--- config.mk ---
export PLATFORM = sky130hd
export DESIGN_NAME = spp_host_flat
export DESIGN_NICKNAME = d
export VERILOG_FILES = /design/src/rtl/spp_host_pkg.sv /design/src/rtl/spp_host_if.sv /design/src/rtl/spp_phase_timer.sv /design/src/rtl/spp_host.sv /design/src/flat_wrapper.sv
export SDC_FILE = /design/constraint.sdc
export NUM_CORES = 1
export LEC_CHECK = 0
export CORE_MARGIN = 5
export CORE_UTILIZATION = 59
export CTS_CLUSTER_DIAMETER = 200
export CTS_CLUSTER_SIZE = 20
export DETAILED_ROUTE_END_ITERATION = 7
export DONT_BUFFER_PORTS = 1
export HOLD_SLACK_MARGIN = 0.1
export MAX_ROUTING_LAYER = met4
export PLACE_DENSITY = 0.8
export SLEW_MARGIN = 20
export SYNTH_ARGS = -nofsm -noshare
export SYNTH_HDL_FRONTEND = slang
export SYNTH_HIERARCHICAL = 1
export SYNTH_SLANG_ARGS = --single-unit
--- constraint.sdc ---
create_clock -name clk -period 6.89 [get_ports clk]
set_input_delay 1.378 -clock clk [delete_from_list [all_inputs] [get_ports clk]]
set_output_delay 1.378 -clock clk [all_outputs]
set_load 0.02 [all_outputs]
--- src/rtl/spp_host_pkg.sv ---
// spp_host shared types: request op codes, FSM states, timing floors
// and the strobe pattern each state drives.
package spp_host_pkg;

  localparam logic [1:0] OP_SETADDR = 2'd0;
  localparam logic [1:0] OP_WRITE   = 2'd1;
  localparam logic [1:0] OP_READ    = 2'd2;
  localparam logic [1:0] OP_RSVD    = 2'd3;

  localparam int MIN_STROBE_CYC  = 3;
  localparam int MIN_RECOVER_CYC = 5;

  typedef enum logic [3:0] {
    S_IDLE,
    S_ADR_LO,
    S_ADR_HI,
    S_WR_LO,
    S_WR_HI,
    S_RD0_LO,
    S_RD0_HI,
    S_RD1_LO,
    S_RD1_HI,
    S_INC_LO,
    S_INC_HI
  } spp_host_state;

  // {wrextb, rdextb}
  function automatic logic [1:0] strobe_pat(spp_host_state s);
    logic [1:0] p;
    p = 2'b11;
    case (s)
      S_ADR_LO, S_INC_LO: p = 2'b00;
      S_WR_LO:            p = 2'b01;
      S_RD0_LO, S_RD1_LO: p = 2'b10;
      default:            p = 2'b11;
    endcase
    return p;
  endfunction

endpackage

--- src/rtl/spp_host_if.sv ---
// Request/response handshake plus parallel-port bus of spp_host.
// slave = host side, master = requester and board-side target.
interface spp_host_if;
  logic       req_valid;
  logic       req_ready;
  logic [1:0] req_op;
  logic [7:0] req_data;
  logic       rsp_valid;
  logic [7:0] rsp_data;
  logic [7:0] pp_data;
  logic       wrextb;
  logic       rdextb;
  logic [3:0] pp_din;

  modport slave (
    input  req_valid, req_op, req_data, pp_din,
    output req_ready, rsp_valid, rsp_data,
    output pp_data, wrextb, rdextb
  );

  modport master (
    output req_valid, req_op, req_data, pp_din,
    input  req_ready, rsp_valid, rsp_data,
    input  pp_data, wrextb, rdextb
  );
endinterface

--- src/rtl/spp_phase_timer.sv ---
// Loadable down-counter timing one strobe phase; done while at zero.
module spp_phase_timer #(
  parameter int W = 8
) (
  input  logic         clk,
  input  logic         rstb,
  input  logic         load,
  input  logic [W-1:0] val,
  output logic         done
);

  logic [W-1:0] cnt;

  always_ff @(posedge clk or negedge rstb) begin
    if (!rstb) begin
      cnt <= '0;
    end else if (load) begin
      cnt <= val;
    end else if (cnt != '0) begin
      cnt <= cnt - 1'b1;
    end
  end

  assign done = (cnt == '0);

endmodule

--- src/rtl/spp_host.sv ---
// SRAM parallel-port host: byte requests -> wrextb/rdextb strobe phases.
// SPP_HOST_AUTOINC_EN adds a shadow address re-sent +1 after WRITE/READ.
module spp_host
  import spp_host_pkg::*;
#(
  parameter int STROBE_CYC  = 4,
  parameter int RECOVER_CYC = 6
) (
  input logic       clk,
  input logic       rstb,
  spp_host_if.slave bus
);

  localparam int TW = 8;
  localparam int LO_N = (STROBE_CYC < MIN_STROBE_CYC) ?
                        MIN_STROBE_CYC : STROBE_CYC;
  localparam int HI_N = (RECOVER_CYC < MIN_RECOVER_CYC) ?
                        MIN_RECOVER_CYC : RECOVER_CYC;
  localparam logic [TW-1:0] LO_LD = TW'(LO_N - 1);
  localparam logic [TW-1:0] HI_LD = TW'(HI_N - 1);

  spp_host_state st, nxt;
  logic          ld;
  logic [TW-1:0] ld_val;
  logic          done;
  logic          accept;
  logic          cap_lo;
  logic          cap_rsp;
  logic [3:0]    lo_nib;
`ifdef SPP_HOST_AUTOINC_EN
  logic          inc;
  logic [7:0]    shadow;
`endif

  spp_phase_timer #(.W(TW)) u_tmr (
    .clk  (clk),
    .rstb (rstb),
    .load (ld),
    .val  (ld_val),
    .done (done)
  );

  always_comb begin
    nxt     = st;
    ld      = 1'b0;
    ld_val  = LO_LD;
    accept  = 1'b0;
    cap_lo  = 1'b0;
    cap_rsp = 1'b0;
`ifdef SPP_HOST_AUTOINC_EN
    inc     = 1'b0;
`endif
    unique case (st)
      S_IDLE: begin
        if (bus.req_valid) begin
          accept = 1'b1;
          ld     = 1'b1;
          unique case (bus.req_op)
            OP_SETADDR: nxt = S_ADR_LO;
            OP_WRITE:   nxt = S_WR_LO;
            OP_READ:    nxt = S_RD0_LO;
            default: begin
              nxt = S_IDLE;
              ld  = 1'b0;
            end
          endcase
        end
      end
      S_ADR_LO, S_WR_LO, S_RD0_LO,
      S_RD1_LO, S_INC_LO: begin
        if (done) begin
          ld     = 1'b1;
          ld_val = HI_LD;
          unique case (st)
            S_ADR_LO: nxt = S_ADR_HI;
            S_WR_LO:  nxt = S_WR_HI;
            S_RD0_LO: nxt = S_RD0_HI;
            S_RD1_LO: nxt = S_RD1_HI;
            default:  nxt = S_INC_HI;
          endcase
        end
      end
      S_RD0_HI: begin
        if (done) begin
          cap_lo = 1'b1;
          ld     = 1'b1;
          nxt    = S_RD1_LO;
        end
      end
      S_WR_HI, S_RD1_HI: begin
        if (done) begin
          cap_rsp = (st == S_RD1_HI);
`ifdef SPP_HOST_AUTOINC_EN
          inc = 1'b1;
          ld  = 1'b1;
          nxt = S_INC_LO;
`else
          nxt = S_IDLE;
`endif
        end
      end
      S_ADR_HI, S_INC_HI: begin
        if (done) nxt = S_IDLE;
      end
      default: nxt = S_IDLE;
    endcase
  end

  always_ff @(posedge clk or negedge rstb) begin
    if (!rstb) begin
      st            <= S_IDLE;
      bus.wrextb    <= 1'b1;
      bus.rdextb    <= 1'b1;
      bus.req_ready <= 1'b1;
      bus.pp_data   <= '0;
      bus.rsp_valid <= 1'b0;
      bus.rsp_data  <= '0;
      lo_nib        <= '0;
    end else begin
      st            <= nxt;
      {bus.wrextb, bus.rdextb} <= strobe_pat(nxt);
      bus.req_ready <= (nxt == S_IDLE);
      bus.rsp_valid <= cap_rsp;
      if (accept) bus.pp_data <= bus.req_data;
`ifdef SPP_HOST_AUTOINC_EN
      if (inc) bus.pp_data <= shadow + 8'd1;
`endif
      if (cap_lo) lo_nib <= bus.pp_din;
      if (cap_rsp) bus.rsp_data <= {bus.pp_din, lo_nib};
    end
  end

`ifdef SPP_HOST_AUTOINC_EN
  always_ff @(posedge clk or negedge rstb) begin
    if (!rstb) begin
      shadow <= '0;
    end else if (inc) begin
      shadow <= shadow + 8'd1;
    end else if (accept && bus.req_op == OP_SETADDR) begin
      shadow <= bus.req_data;
    end
  end
`endif

endmodule

--- src/flat_wrapper.sv ---
// flat-port wrapper written by rule: the top's interface ports become plain ports
module spp_host_flat import spp_host_pkg::*;
#(
  parameter int STROBE_CYC  = 4,
  parameter int RECOVER_CYC = 6
)
  (clk, rstb, bus_req_valid, bus_req_op, bus_req_data, bus_pp_din, bus_req_ready, bus_rsp_valid, bus_rsp_data, bus_pp_data, bus_wrextb, bus_rdextb);
  spp_host_if bus_i ();
  input logic clk;
  input logic rstb;
  input wire logic [$bits(bus_i.req_valid)-1:0] bus_req_valid;
  input wire logic [$bits(bus_i.req_op)-1:0] bus_req_op;
  input wire logic [$bits(bus_i.req_data)-1:0] bus_req_data;
  input wire logic [$bits(bus_i.pp_din)-1:0] bus_pp_din;
  output wire logic [$bits(bus_i.req_ready)-1:0] bus_req_ready;
  output wire logic [$bits(bus_i.rsp_valid)-1:0] bus_rsp_valid;
  output wire logic [$bits(bus_i.rsp_data)-1:0] bus_rsp_data;
  output wire logic [$bits(bus_i.pp_data)-1:0] bus_pp_data;
  output wire logic [$bits(bus_i.wrextb)-1:0] bus_wrextb;
  output wire logic [$bits(bus_i.rdextb)-1:0] bus_rdextb;
  assign bus_i.req_valid = bus_req_valid;
  assign bus_i.req_op = bus_req_op;
  assign bus_i.req_data = bus_req_data;
  assign bus_i.pp_din = bus_pp_din;
  assign bus_req_ready = bus_i.req_ready;
  assign bus_rsp_valid = bus_i.rsp_valid;
  assign bus_rsp_data = bus_i.rsp_data;
  assign bus_pp_data = bus_i.pp_data;
  assign bus_wrextb = bus_i.wrextb;
  assign bus_rdextb = bus_i.rdextb;
  spp_host #(.STROBE_CYC(STROBE_CYC), .RECOVER_CYC(RECOVER_CYC)) u_core (.clk(clk), .rstb(rstb), .bus(bus_i));
endmodule
==> impl_metrics.json <==
{
  "clock_latency_ns": 0.34,
  "dp_hpwl_um": 2308,
  "overflow": 0,
  "preCtsSetupSlack_ns": 4.196,
  "cts_setup_buffers": 0,
  "wl_um": 3158,
  "peakVddDrop_mv": 0.2263,
  "vias": 1157,
  "finish.net_count": 171,
  "drc": 0,
  "synth_edf_count": 0,
  "required_ns": 7.12,
  "skew_ns": 0.006187,
  "fin_tns_setup_ns": 0,
  "synth.distinct_cells": 48,
  "async_reset_ff_share_pct": 100.0,
  "crit_type": "reg -> reg",
  "clock_sinks": 36,
  "diodes": 0,
  "num_io_pins": 37,
  "outcome": "completed",
  "antenna_found_initial": 0,
  "clk_pin_slew_ns": 0.10,
  "crit_path_frequent_cell": "inv_1",
  "first_global_vias": 1189,
  "power.leakage_nw": 0.7863,
  "tightestPinTransition_ns": 0.5352,
  "gp_congestion": 0.8887,
  "n_fill_cell": 218,
  "cts_root_buf": "clkbuf_4",
  "holdBufCountCts": 0,
  "rsz0062_at_grt": "no",
  "initial_core_util_pct": 62.13,
  "viasPerCell": 6.288,
  "drv_cap": 0,
  "slew_violations": 0,
  "fin_crit_sh_pct": 39.79,
  "grt_max_degree": 37,
  "path_cells": "inv_1 > ha_1 > or3b_1 > nor2_1 > inv_1 > o21ai_0 > buf_4 > inv_1 > a221oi_1",
  "drtAntennaViolNets": 0,
  "netlist.area_leader.share_pct": 47.38,
  "syn_area_per_cell_um2": 11.70,
  "multi_input_area_um2": 765.7,
  "ys.flop_type": "dfrtp_1",
  "ys_seq_area_share_pct": 51.90,
  "dr.first_iter.drc_count": 50,
  "grtUsageTotal_pct": 18.68,
  "synth_area_leaders": "dfrtp_1 47%, mux2_2 14%, dfstp_2 4.5%",
  "layout-drive-gt1-share_pct": 24.84,
  "finalInstanceArea_um2": 1808,
  "dieWidth_um": 64.35,
  "synth_commonest_cells": "33 x dfrtp_1, 21 x mux2_2, 9 x nand2_1",
  "worst_ep_arrival_time_ns": 2.97,
  "coreArea_um2": 2805,
  "clk_path_buf_depth": 2,
  "cts_tree": "built",
  "min_period_ns": 2.741,
  "netlist_area_um2": 1743,
  "synth_seq_cells": 36,
  "die_area_um2": 4141,
  "io_buffer_count": 0,
  "finalSetupViolCount": 0,
  "cts_resized": 0,
  "hold_viol": 0,
  "syn-instance-count": 149,
  "drt_pass1_iterations": 4,
  "worst_path_largest_cell_delay_ns": 0.48,
  "cts_buffers": 5,
  "slowest_stage": "or3b_1",
  "yosysTopAreaCell": "dfrtp_1",
  "wl_per_cell_um": 17.16,
  "num_rows": 19,
  "regToRegSetupSlack_ns": 4.15,
  "grt_pass1_wl_um": 5802,
  "timing.slew.headroom_pct": 63.99,
  "ys.warnings.count": 6,
  "synthToLayoutAreaGrowth_pct": 3.733,
  "max_freq_mhz": 364.8,
  "cp-end-kind": "flip-flop",
  "cp_max_fo": 13,
  "final-seq-area_um2": 904.6,
  "dieHeight_um": 64.35,
  "yosys.cell_count.top_type": "dfrtp_1",
  "power.density_nw_per_um2": 362.7,
  "hold_path.class": "reg -> reg",
  "placed_area_um2": 1743,
  "cp-start-kind": "flip-flop",
  "ctsHtreeMaxLevel": 2,
  "worst_slack_ns": 4.149
}
-- metal layers --
metal	GRT usage, %	vias to the layer above	wire [µm]	part of all wire, %
met3	7.881	5	272	8.6
met4	6.860	0	52	1.6
li1	-	542	-	-
met5	-	-	0	0
met1	23.16	562	1335	42
met2	27.32	48	1499	47
-- sequential cells by signal (all words and copies together) (netlist names) --
signal	cells
u_core/bus.rdextb	1
u_core/bus.pp_data	8
u_core/st	4
u_core/bus.rsp_data	8
u_core/lo_nib	4
u_core/u_tmr/cnt	8
u_core/bus.wrextb	1
u_core/bus.rsp_valid	1
u_core/bus.req_ready	1
-- cell type report --
cell class	count	share of cell area [%]
clock buffers	7	3.599
inverters	7	1.453
repair buffers	1	0.4152
well taps	31	2.145
multi-input cells	102	42.35
flip-flops and latches	36	50.03
-- power by group --
part | switching [W] | leakage [nW] | internal, W
clock | 0.0000636 | 0.0374 | 0.0000578
sequential | 0.0000990 | 0.455 | 0.000268
combinational | 0.0000821 | 0.294 | 0.0000849
total | 0.000245 | 0.786 | 0.000411
-- through the flow --
| step | utilization [%] | std cells | hold slack [ns] | power (W) |
|---|---|---|---|---|
| 4_1_cts | 64.45 | 184 | 0.5159 | 0.0006576 |
| 5_1_grt | 64.45 | 184 | 0.5486 | 0.0007060 |
| 3_3_place_gp | 62.13 | 177 | 0.4846 | 0.0005208 |
| 2_1_floorplan | - | 153 | 0.4766 | 0.0005007 |
| 3_5_place_dp | 62.13 | 177 | 0.4917 | 0.0005345 |
| 6_report | 64.45 | 184 | 0.5136 | 0.0006558 |
-- final timing paths --
kind	depth (start not counted)	start	endpoint
setup / recovery	9	u_core/u_tmr/cnt[0]$_DFFE_PN0P_	u_core/u_tmr/cnt[5]$_DFFE_PN0P_
hold / removal	1	u_core/lo_nib[1]$_DFFE_PN0P_	u_core/lo_nib[1]$_DFFE_PN0P_
setup reg to reg	9	u_core/u_tmr/cnt[0]$_DFFE_PN0P_	u_core/u_tmr/cnt[5]$_DFFE_PN0P_
hold reg to reg	1	u_core/lo_nib[1]$_DFFE_PN0P_	u_core/lo_nib[1]$_DFFE_PN0P_
max in group asynchronous	0	rstb	u_core/bus.req_ready$_DFF_PN1_
min in group asynchronous	0	rstb	u_core/u_tmr/cnt[6]$_DFFE_PN0P_
-- layout by cell type, fill, tap and decap left out, types with 2 or more instances in the layout --
master	n
o31ai_1	4
dfstp_2	3
nor4_1	2
o21ai_0	7
nor2_1	6
a21oi_1	3
inv_1	6
mux2_2	21
nand3_1	5
or4_1	2
nand2b_1	2
nor2b_1	4
clkbuf_4	5
conb_1	6
nor3_1	4
clkbuf_8	2
nand2_1	9
o22ai_1	2
dfrtp_1	33
-- worst max-delay path, delay by kind of cell (launching register included) --
kind | cells | cell delay [ns]
compound gates | 2 | 0.46
fa+ha+maj | 1 | 0.21
buf+inv | 4 | 0.58
flops | 1 | 0.44
simple gates | 2 | 0.94
-- logic make-up after synthesis --
family          Yosys count  share of synthesized area [%]
compound gates           28                          11.92
xor+xnor                  1                         0.5026
fa+ha+maj                 1                         0.7178
buf+inv                  15                          5.024
flops                    36                          51.90
mux                      21                          13.57
other cells               2                         0.4309
simple gates             45                          15.94
Note: power is estimated with default switching activity, not from simulation.
